===== config.mk =====
export PLATFORM = sky130hd
export DESIGN_NAME = io_cycle_capture
export DESIGN_NICKNAME = d
export VERILOG_FILES = /design/src/rtl/bus_monitor_pkg.sv /design/src/rtl/monitor_fifo.sv /design/src/rtl/io_cycle_capture.sv
export SDC_FILE = /design/constraint.sdc
export NUM_CORES = 1
export LEC_CHECK = 0
export BUFFER_PORTS_ARGS = -buffer_cell sky130_fd_sc_hd__buf_2
export CORE_MARGIN = 2
export CORE_UTILIZATION = 30
export DETAILED_ROUTE_END_ITERATION = 10
export PLACE_DENSITY = 0.51
export SLEW_MARGIN = 30
export SYNTH_ARGS = -nofsm -noshare
export SYNTH_HDL_FRONTEND = slang
export SYNTH_SLANG_ARGS = --single-unit

===== constraint.sdc =====
create_clock -name clk_cpu -period 7 [get_ports clk_cpu]
set_clock_uncertainty 0.2 [all_clocks]
set_input_delay 2.1 -clock clk_cpu [delete_from_list [all_inputs] [get_ports clk_cpu]]
set_output_delay 2.1 -clock clk_cpu [all_outputs]
set_load 0.05 [all_outputs]

===== src/rtl/bus_monitor_pkg.sv =====
// Shared types for the Z80 I/O bus monitor.
// Defining IO_CAPTURE_TIMESTAMP_EN adds a 16-bit cycle stamp to every recorded event.
package bus_monitor_pkg;
    localparam logic DIR_WR  = 1'b0;
    localparam logic DIR_RD  = 1'b1;
    localparam int   IO_TS_W = 16;

    typedef enum logic {
        ST_IDLE   = 1'b0,
        ST_ACTIVE = 1'b1
    } acc_state_t;

    typedef struct packed {
        logic       dir;
        logic [7:0] addr;
        logic [7:0] data;
`ifdef IO_CAPTURE_TIMESTAMP_EN
        logic [IO_TS_W-1:0] tstamp;
`endif
    } io_event_t;
endpackage


===== src/rtl/monitor_fifo.sv =====
// Show-ahead FIFO of io_event_t; the output holds the last popped entry while empty.
module monitor_fifo
    import bus_monitor_pkg::*;
#(
    parameter int DEPTH = 16,
    parameter int CNT_W = $clog2(DEPTH) + 1
) (
    input  logic             clk_cpu,
    input  logic             reset_cpu,
    input  logic             wr_en,
    input  io_event_t        wr_data,
    input  logic             rd_en,
    output io_event_t        rd_data,
    output logic [CNT_W-1:0] level,
    output logic             full,
    output logic             empty
);
    localparam int AW = $clog2(DEPTH);

    io_event_t       mem [DEPTH];
    io_event_t       last_q;
    logic [AW-1:0]   wr_ptr;
    logic [AW-1:0]   rd_ptr;
    logic            rd_ok;
    logic            wr_ok;

    assign empty   = (level == '0);
    assign full    = (level == CNT_W'(DEPTH));
    assign rd_ok   = rd_en & ~empty;
    // A full FIFO still accepts a write when the head leaves in the same cycle.
    assign wr_ok   = wr_en & (~full | rd_ok);
    assign rd_data = empty ? last_q : mem[rd_ptr];

    always_ff @(posedge clk_cpu) begin
        if (reset_cpu) begin
            wr_ptr <= '0;
            rd_ptr <= '0;
            level  <= '0;
            last_q <= '0;
        end else begin
            if (wr_ok) wr_ptr <= wr_ptr + AW'(1);
            if (rd_ok) begin
                rd_ptr <= rd_ptr + AW'(1);
                last_q <= mem[rd_ptr];
            end
            level <= level + CNT_W'(wr_ok) - CNT_W'(rd_ok);
        end
    end

    always_ff @(posedge clk_cpu) begin
        if (wr_ok) mem[wr_ptr] <= wr_data;
    end
endmodule


===== src/rtl/io_cycle_capture.sv =====
// Records completed Z80 I/O reads/writes inside [ADR_LO, ADR_HI] into a show-ahead event stream.
// Optional IO_CAPTURE_TIMESTAMP_EN: stamps each event with a free-running 16-bit cycle count (ev_time).
//
// state     | meaning
// ST_IDLE   | no access armed for this direction
// ST_ACTIVE | strobe rose cleanly; event is emitted when it falls
module io_cycle_capture
    import bus_monitor_pkg::*;
#(
    parameter logic [7:0] ADR_LO = 8'h50,
    parameter logic [7:0] ADR_HI = 8'h52,
    parameter int         DEPTH  = 16,
    parameter int         CNT_W  = $clog2(DEPTH) + 1
) (
    input  logic               clk_cpu,
    input  logic               reset_cpu,
    input  logic [7:0]         a_cpu,
    input  logic [7:0]         d_cpu,
    input  logic               wr_cpu,
    input  logic               rd_cpu,
    input  logic               io_req_cpu,
    input  logic               capture_en,
    output logic               ev_valid,
    input  logic               ev_ready,
    output logic               ev_dir,
    output logic [7:0]         ev_addr,
    output logic [7:0]         ev_data,
`ifdef IO_CAPTURE_TIMESTAMP_EN
    output logic [IO_TS_W-1:0] ev_time,
`endif
    output logic [CNT_W-1:0]   ev_level,
    output logic               overflow,
    output logic [7:0]         drop_cnt,
    input  logic               ovf_clr
);
    logic       s_wstb, s_rstb, s_en;
    logic       p_wstb, p_rstb;
    logic [7:0] s_addr, s_data;
    logic [7:0] h_addr, h_data;
    acc_state_t wr_st, rd_st;

    logic       wr_end, rd_end, in_win, push, pop, drop;
    logic       fifo_full, fifo_empty;
    io_event_t  ev_in, ev_head;

    // Strobe registers reset to 1 so an access already in progress at reset release never arms.
    always_ff @(posedge clk_cpu) begin
        if (reset_cpu) begin
            s_wstb <= 1'b1;
            s_rstb <= 1'b1;
            p_wstb <= 1'b1;
            p_rstb <= 1'b1;
            s_en   <= 1'b0;
            s_addr <= '0;
            s_data <= '0;
            h_addr <= '0;
            h_data <= '0;
            wr_st  <= ST_IDLE;
            rd_st  <= ST_IDLE;
        end else begin
            s_wstb <= ~(io_req_cpu | wr_cpu);
            s_rstb <= ~(io_req_cpu | rd_cpu);
            s_en   <= capture_en;
            s_addr <= a_cpu;
            s_data <= d_cpu;
            p_wstb <= s_wstb;
            p_rstb <= s_rstb;
            if (s_wstb | s_rstb) begin
                h_addr <= s_addr;
                h_data <= s_data;
            end
            if (s_wstb & s_rstb) begin
                wr_st <= ST_IDLE;
                rd_st <= ST_IDLE;
            end else begin
                case (wr_st)
                    ST_IDLE:   if (s_wstb & ~p_wstb) wr_st <= ST_ACTIVE;
                    ST_ACTIVE: if (~s_wstb)          wr_st <= ST_IDLE;
                    default:                         wr_st <= ST_IDLE;
                endcase
                case (rd_st)
                    ST_IDLE:   if (s_rstb & ~p_rstb) rd_st <= ST_ACTIVE;
                    ST_ACTIVE: if (~s_rstb)          rd_st <= ST_IDLE;
                    default:                         rd_st <= ST_IDLE;
                endcase
            end
        end
    end

    // h_* hold the sample from the last strobe-high cycle, i.e. the latest valid read data.
    assign wr_end = (wr_st == ST_ACTIVE) & ~s_wstb;
    assign rd_end = (rd_st == ST_ACTIVE) & ~s_rstb;
    assign in_win = (h_addr >= ADR_LO) && (h_addr <= ADR_HI);
    assign push   = (wr_end | rd_end) & s_en & in_win;
    assign pop    = ev_valid & ev_ready;
    assign drop   = push & fifo_full & ~pop;

`ifdef IO_CAPTURE_TIMESTAMP_EN
    logic [IO_TS_W-1:0] ts_cnt;

    always_ff @(posedge clk_cpu) begin
        if (reset_cpu) ts_cnt <= '0;
        else           ts_cnt <= ts_cnt + IO_TS_W'(1);
    end

    assign ev_in   = '{dir: rd_end ? DIR_RD : DIR_WR, addr: h_addr, data: h_data, tstamp: ts_cnt};
    assign ev_time = ev_head.tstamp;
`else
    assign ev_in   = '{dir: rd_end ? DIR_RD : DIR_WR, addr: h_addr, data: h_data};
`endif

    monitor_fifo #(
        .DEPTH (DEPTH),
        .CNT_W (CNT_W)
    ) u_fifo (
        .clk_cpu   (clk_cpu),
        .reset_cpu (reset_cpu),
        .wr_en     (push),
        .wr_data   (ev_in),
        .rd_en     (pop),
        .rd_data   (ev_head),
        .level     (ev_level),
        .full      (fifo_full),
        .empty     (fifo_empty)
    );

    assign ev_valid = ~fifo_empty;
    assign ev_dir   = ev_head.dir;
    assign ev_addr  = ev_head.addr;
    assign ev_data  = ev_head.data;

    // A clear coinciding with a drop wins.
    always_ff @(posedge clk_cpu) begin
        if (reset_cpu || ovf_clr) begin
            overflow <= 1'b0;
            drop_cnt <= '0;
        end else if (drop) begin
            overflow <= 1'b1;
            if (drop_cnt != 8'hFF) drop_cnt <= drop_cnt + 8'd1;
        end
    end
endmodule

==> flow_summary.yaml <==
timing:
  setup_viol: 0
  period_share_pct: 79.6
  hold_viol_final: 0
  max_slew_margin_pct: 42.7
  slew_viol_final: 0
  tightest_slew_ns: 0.859
  final.min_clock_period_ns: 5.58
  tns_ns: 0
  rsz0062_at_grt: "false"
  fmax_ghz: 0.179
clocking:
  htreeDepth: 2
  clock-root-buffer: "clkbuf_16"
  cts_resized: 0
  cts_setup_buffers: 0
  clock_latency_ns: 0.53
  holdBufCountCts: 0
  clk_pin_slew_ns: 0.06
  cts_tree: "yes"
  cts.sinks: 354
  cts_buffers: 40
  cts_buffer_depth: 3
critical_path:
  cp.arrival_ns: 3.28
  cp_max_fo: 35
  worstPathRequired_ns: 4.70
  critical_path_class: "flip-flop to output pin"
  critPathLaunchType: "flip-flop"
  endpoint_kind: "output pin"
grt:
  grt-busiest-layer: "met2"
  antenna_found_initial: 0
  grt_use_met3_pct: 2.15
  grt_pass1_vias: 7409
  grt-ovfl-total: 0
  grt.total_usage_pct: 12.6
  use_met1_pct: 18.5
  grt_start_max_net_pins: 72
  grt_use_met2_pct: 19.1
  grt_pass1_wl_um: 45200
floorplan:
  die_h_um: 218
  start_util_pct: 30.3
  rows: 78
  dieArea_um2: 47500
  io_pins: 56
  core_um2: 45300
  die_w_um: 218
pwr:
  clockPowerShare_pct: 37.4
  p_comb_share_pct: 17.7
  p_leak_uw: 0.00519
  power.share.switching_pct: 29.9
  seqPwrFrac_pct: 44.9
  p_per_area_nw_per_um2: 338
  irDropWorstVdd_mv: 0.275
  internal-power_uw: 3810
  power.switching_uw: 1620
synth:
  avgSynthCellArea_um2: 16.5
  synthFlopType: "edfxtp_1"
  yosys_register_bits: 354
  syn_nets: 870
  synth_cell_types: 45
  netlist_area_um2: 13700
  synth_edf_count: 272
  ys_seq_area_share_pct: 71.4
  postSynthCellCount: 833
  async_reset_ff_share_pct: 0
  ys_warn_count: 0
place:
  place.gp.congestion: 0.694
  dp.final_hpwl_um: 17200
  port_buffers: 55
  placed_cells: 1463
finish:
  diodes: 0
  final_cell_mix: "edfxtp_1, nand2_1, dfxtp_1, mux4_2, buf_2"
  area_delta_synth_final_pct: 17.1
  final_common_cell: "edfxtp_1"
  fin_nets: 942
  drive_above_1_share_pct: 26.3
  final_cells: 1536
  fill_cells: 4335
drt:
  drt-total-wl_um: 29200
  vias: 7187
  drc: 0
  routedWlPerCell_um: 19.0
  drtAntennaViolNets: 0
  drtIter0Drc: 484
  vias_per_cell: 4.68
  firstDrtPassIters: 5
run_status:
  status: "complete, no violations"
hold_path:
  hold_path.class: "flip-flop to flip-flop"
flow_run:
  max_cap_violations: 0
==> through the flow <==
step	hold WS [ns]	total power (uW)	cell area, um^2	setup WS, ns	utilization, %
3_5_place_dp	0.239	3470	14800	1.76	32.7
3_3_place_gp	0.235	3460	14800	1.75	32.7
6_report	0.246	5430	16100	1.42	35.5
5_1_grt	0.257	5690	16100	1.13	35.5
4_1_cts	0.248	5520	16100	1.30	35.5
2_1_floorplan	0.222	3180	13700	2.18	-
==> cell families (layout without fill, tap and decap cells) <==
family / after synthesis / count (layout) / share of synthesized area, %
flops: 354 / 354 / 71.4
simple gates: 188 / 188 / 6.54
mux: 105 / 105 / 14.0
compound gates: 104 / 104 / 4.36
buf+inv: 59 / 162 / 1.77
fa+ha+maj: 13 / 13 / 1.24
xor+xnor: 10 / 10 / 0.638
==> sequential cells by signal, indices dropped and copies added (netlist names), named ones only <==
name           count
drop_cnt           8
h_addr             8
h_data             8
overflow           1
p_rstb             1
p_wstb             1
rd_st              1
s_addr             8
s_data             8
s_en               1
s_rstb             1
s_wstb             1
u_fifo.last_q     17
u_fifo.level       5
u_fifo.mem       272
u_fifo.rd_ptr      4
u_fifo.wr_ptr      4
wr_st              1
==> routing by layer <==
metal / vias up / part of all wire (%)
met5: - / 0
met4: 0 / 2.1
met3: 48 / 5.1
met2: 169 / 44
met1: 3640 / 49
li1: 3330 / -
==> worst max-delay path: stages (launching register included) <==
cell	delay, ns
dfxtp_4	0.84
buf_12	0.37
mux4_2	0.54
mux2i_1	0.32
nand2_1	0.14
o21ai_0	0.12
o21ai_0	0.13
buf_2	0.25
==> worst paths after layout <==
path	from	endpoint	slack [ns]	cells after the start
max	flip-flop	ev_data[5]	1.42	7
min	s_data[4]$_SDFF_PP0_	h_data[4]$_SDFFE_PP0P_	0.25	2
max reg2reg	u_fifo.level[3]$_SDFF_PP0_	u_fifo.level[4]$_SDFF_PP0_	2.85	17
min reg2reg	s_data[4]$_SDFF_PP0_	h_data[4]$_SDFFE_PP0P_	0.25	2
==> power by group through the flow <==
| stage | Combinational [uW] | Sequential (uW) | Clock (uW) |
|---|---|---|---|
| after floorplan | 736 | 2450 | 0 |
| after global placement | 979 | 2490 | 0 |
| after detailed placement | 981 | 2490 | 0 |
| after CTS | 983 | 2440 | 2100 |
| after global routing | 1050 | 2460 | 2180 |
| final | 964 | 2440 | 2030 |
==> area by class of cell <==
| cell class | count | area, um^2 | share of cell area, % |
|---|---|---|---|
| clock buffers | 53 | 1110 | 6.91 |
| inverters | 13 | 48.8 | 0.303 |
| repair buffers | 76 | 458 | 2.85 |
| well taps | 600 | 751 | 4.67 |
| flip-flops and latches | 354 | 9820 | 61.0 |
| multi-input cells | 420 | 3730 | 23.2 |
| clock inverters | 20 | 168 | 1.04 |
==> synth_stat cells, types with 2 or more instances <==
cell	instances	area, um^2
inv_1	11	41.3
o31ai_1	2	15.0
a21oi_1	43	215
mux4_2	68	1530
inv_2	2	7.51
clkbuf_1	24	90.1
buf_2	11	55.1
o21ai_0	37	185
or2_2	4	25.0
ha_1	12	150
nor3b_1	2	15.0
or4_1	2	15.0
or3_1	4	25.0
buf_1	9	33.8
nor4_1	2	12.5
nand3_1	3	15.0
nor2b_1	22	138
nand4_1	3	18.8
xnor2_1	6	52.6
buf_4	2	15.0
o21bai_1	2	15.0
dfxtp_1	82	1640
xor2_1	4	35.0
edfxtp_1	272	8170
nor2_1	32	120
mux2i_1	18	180
o211ai_1	17	128
mux2_2	18	203
nand2b_1	2	12.5
nand2_1	98	368
nor3_1	5	25.0
No activity file was read; power rests on OpenSTA's default activity.
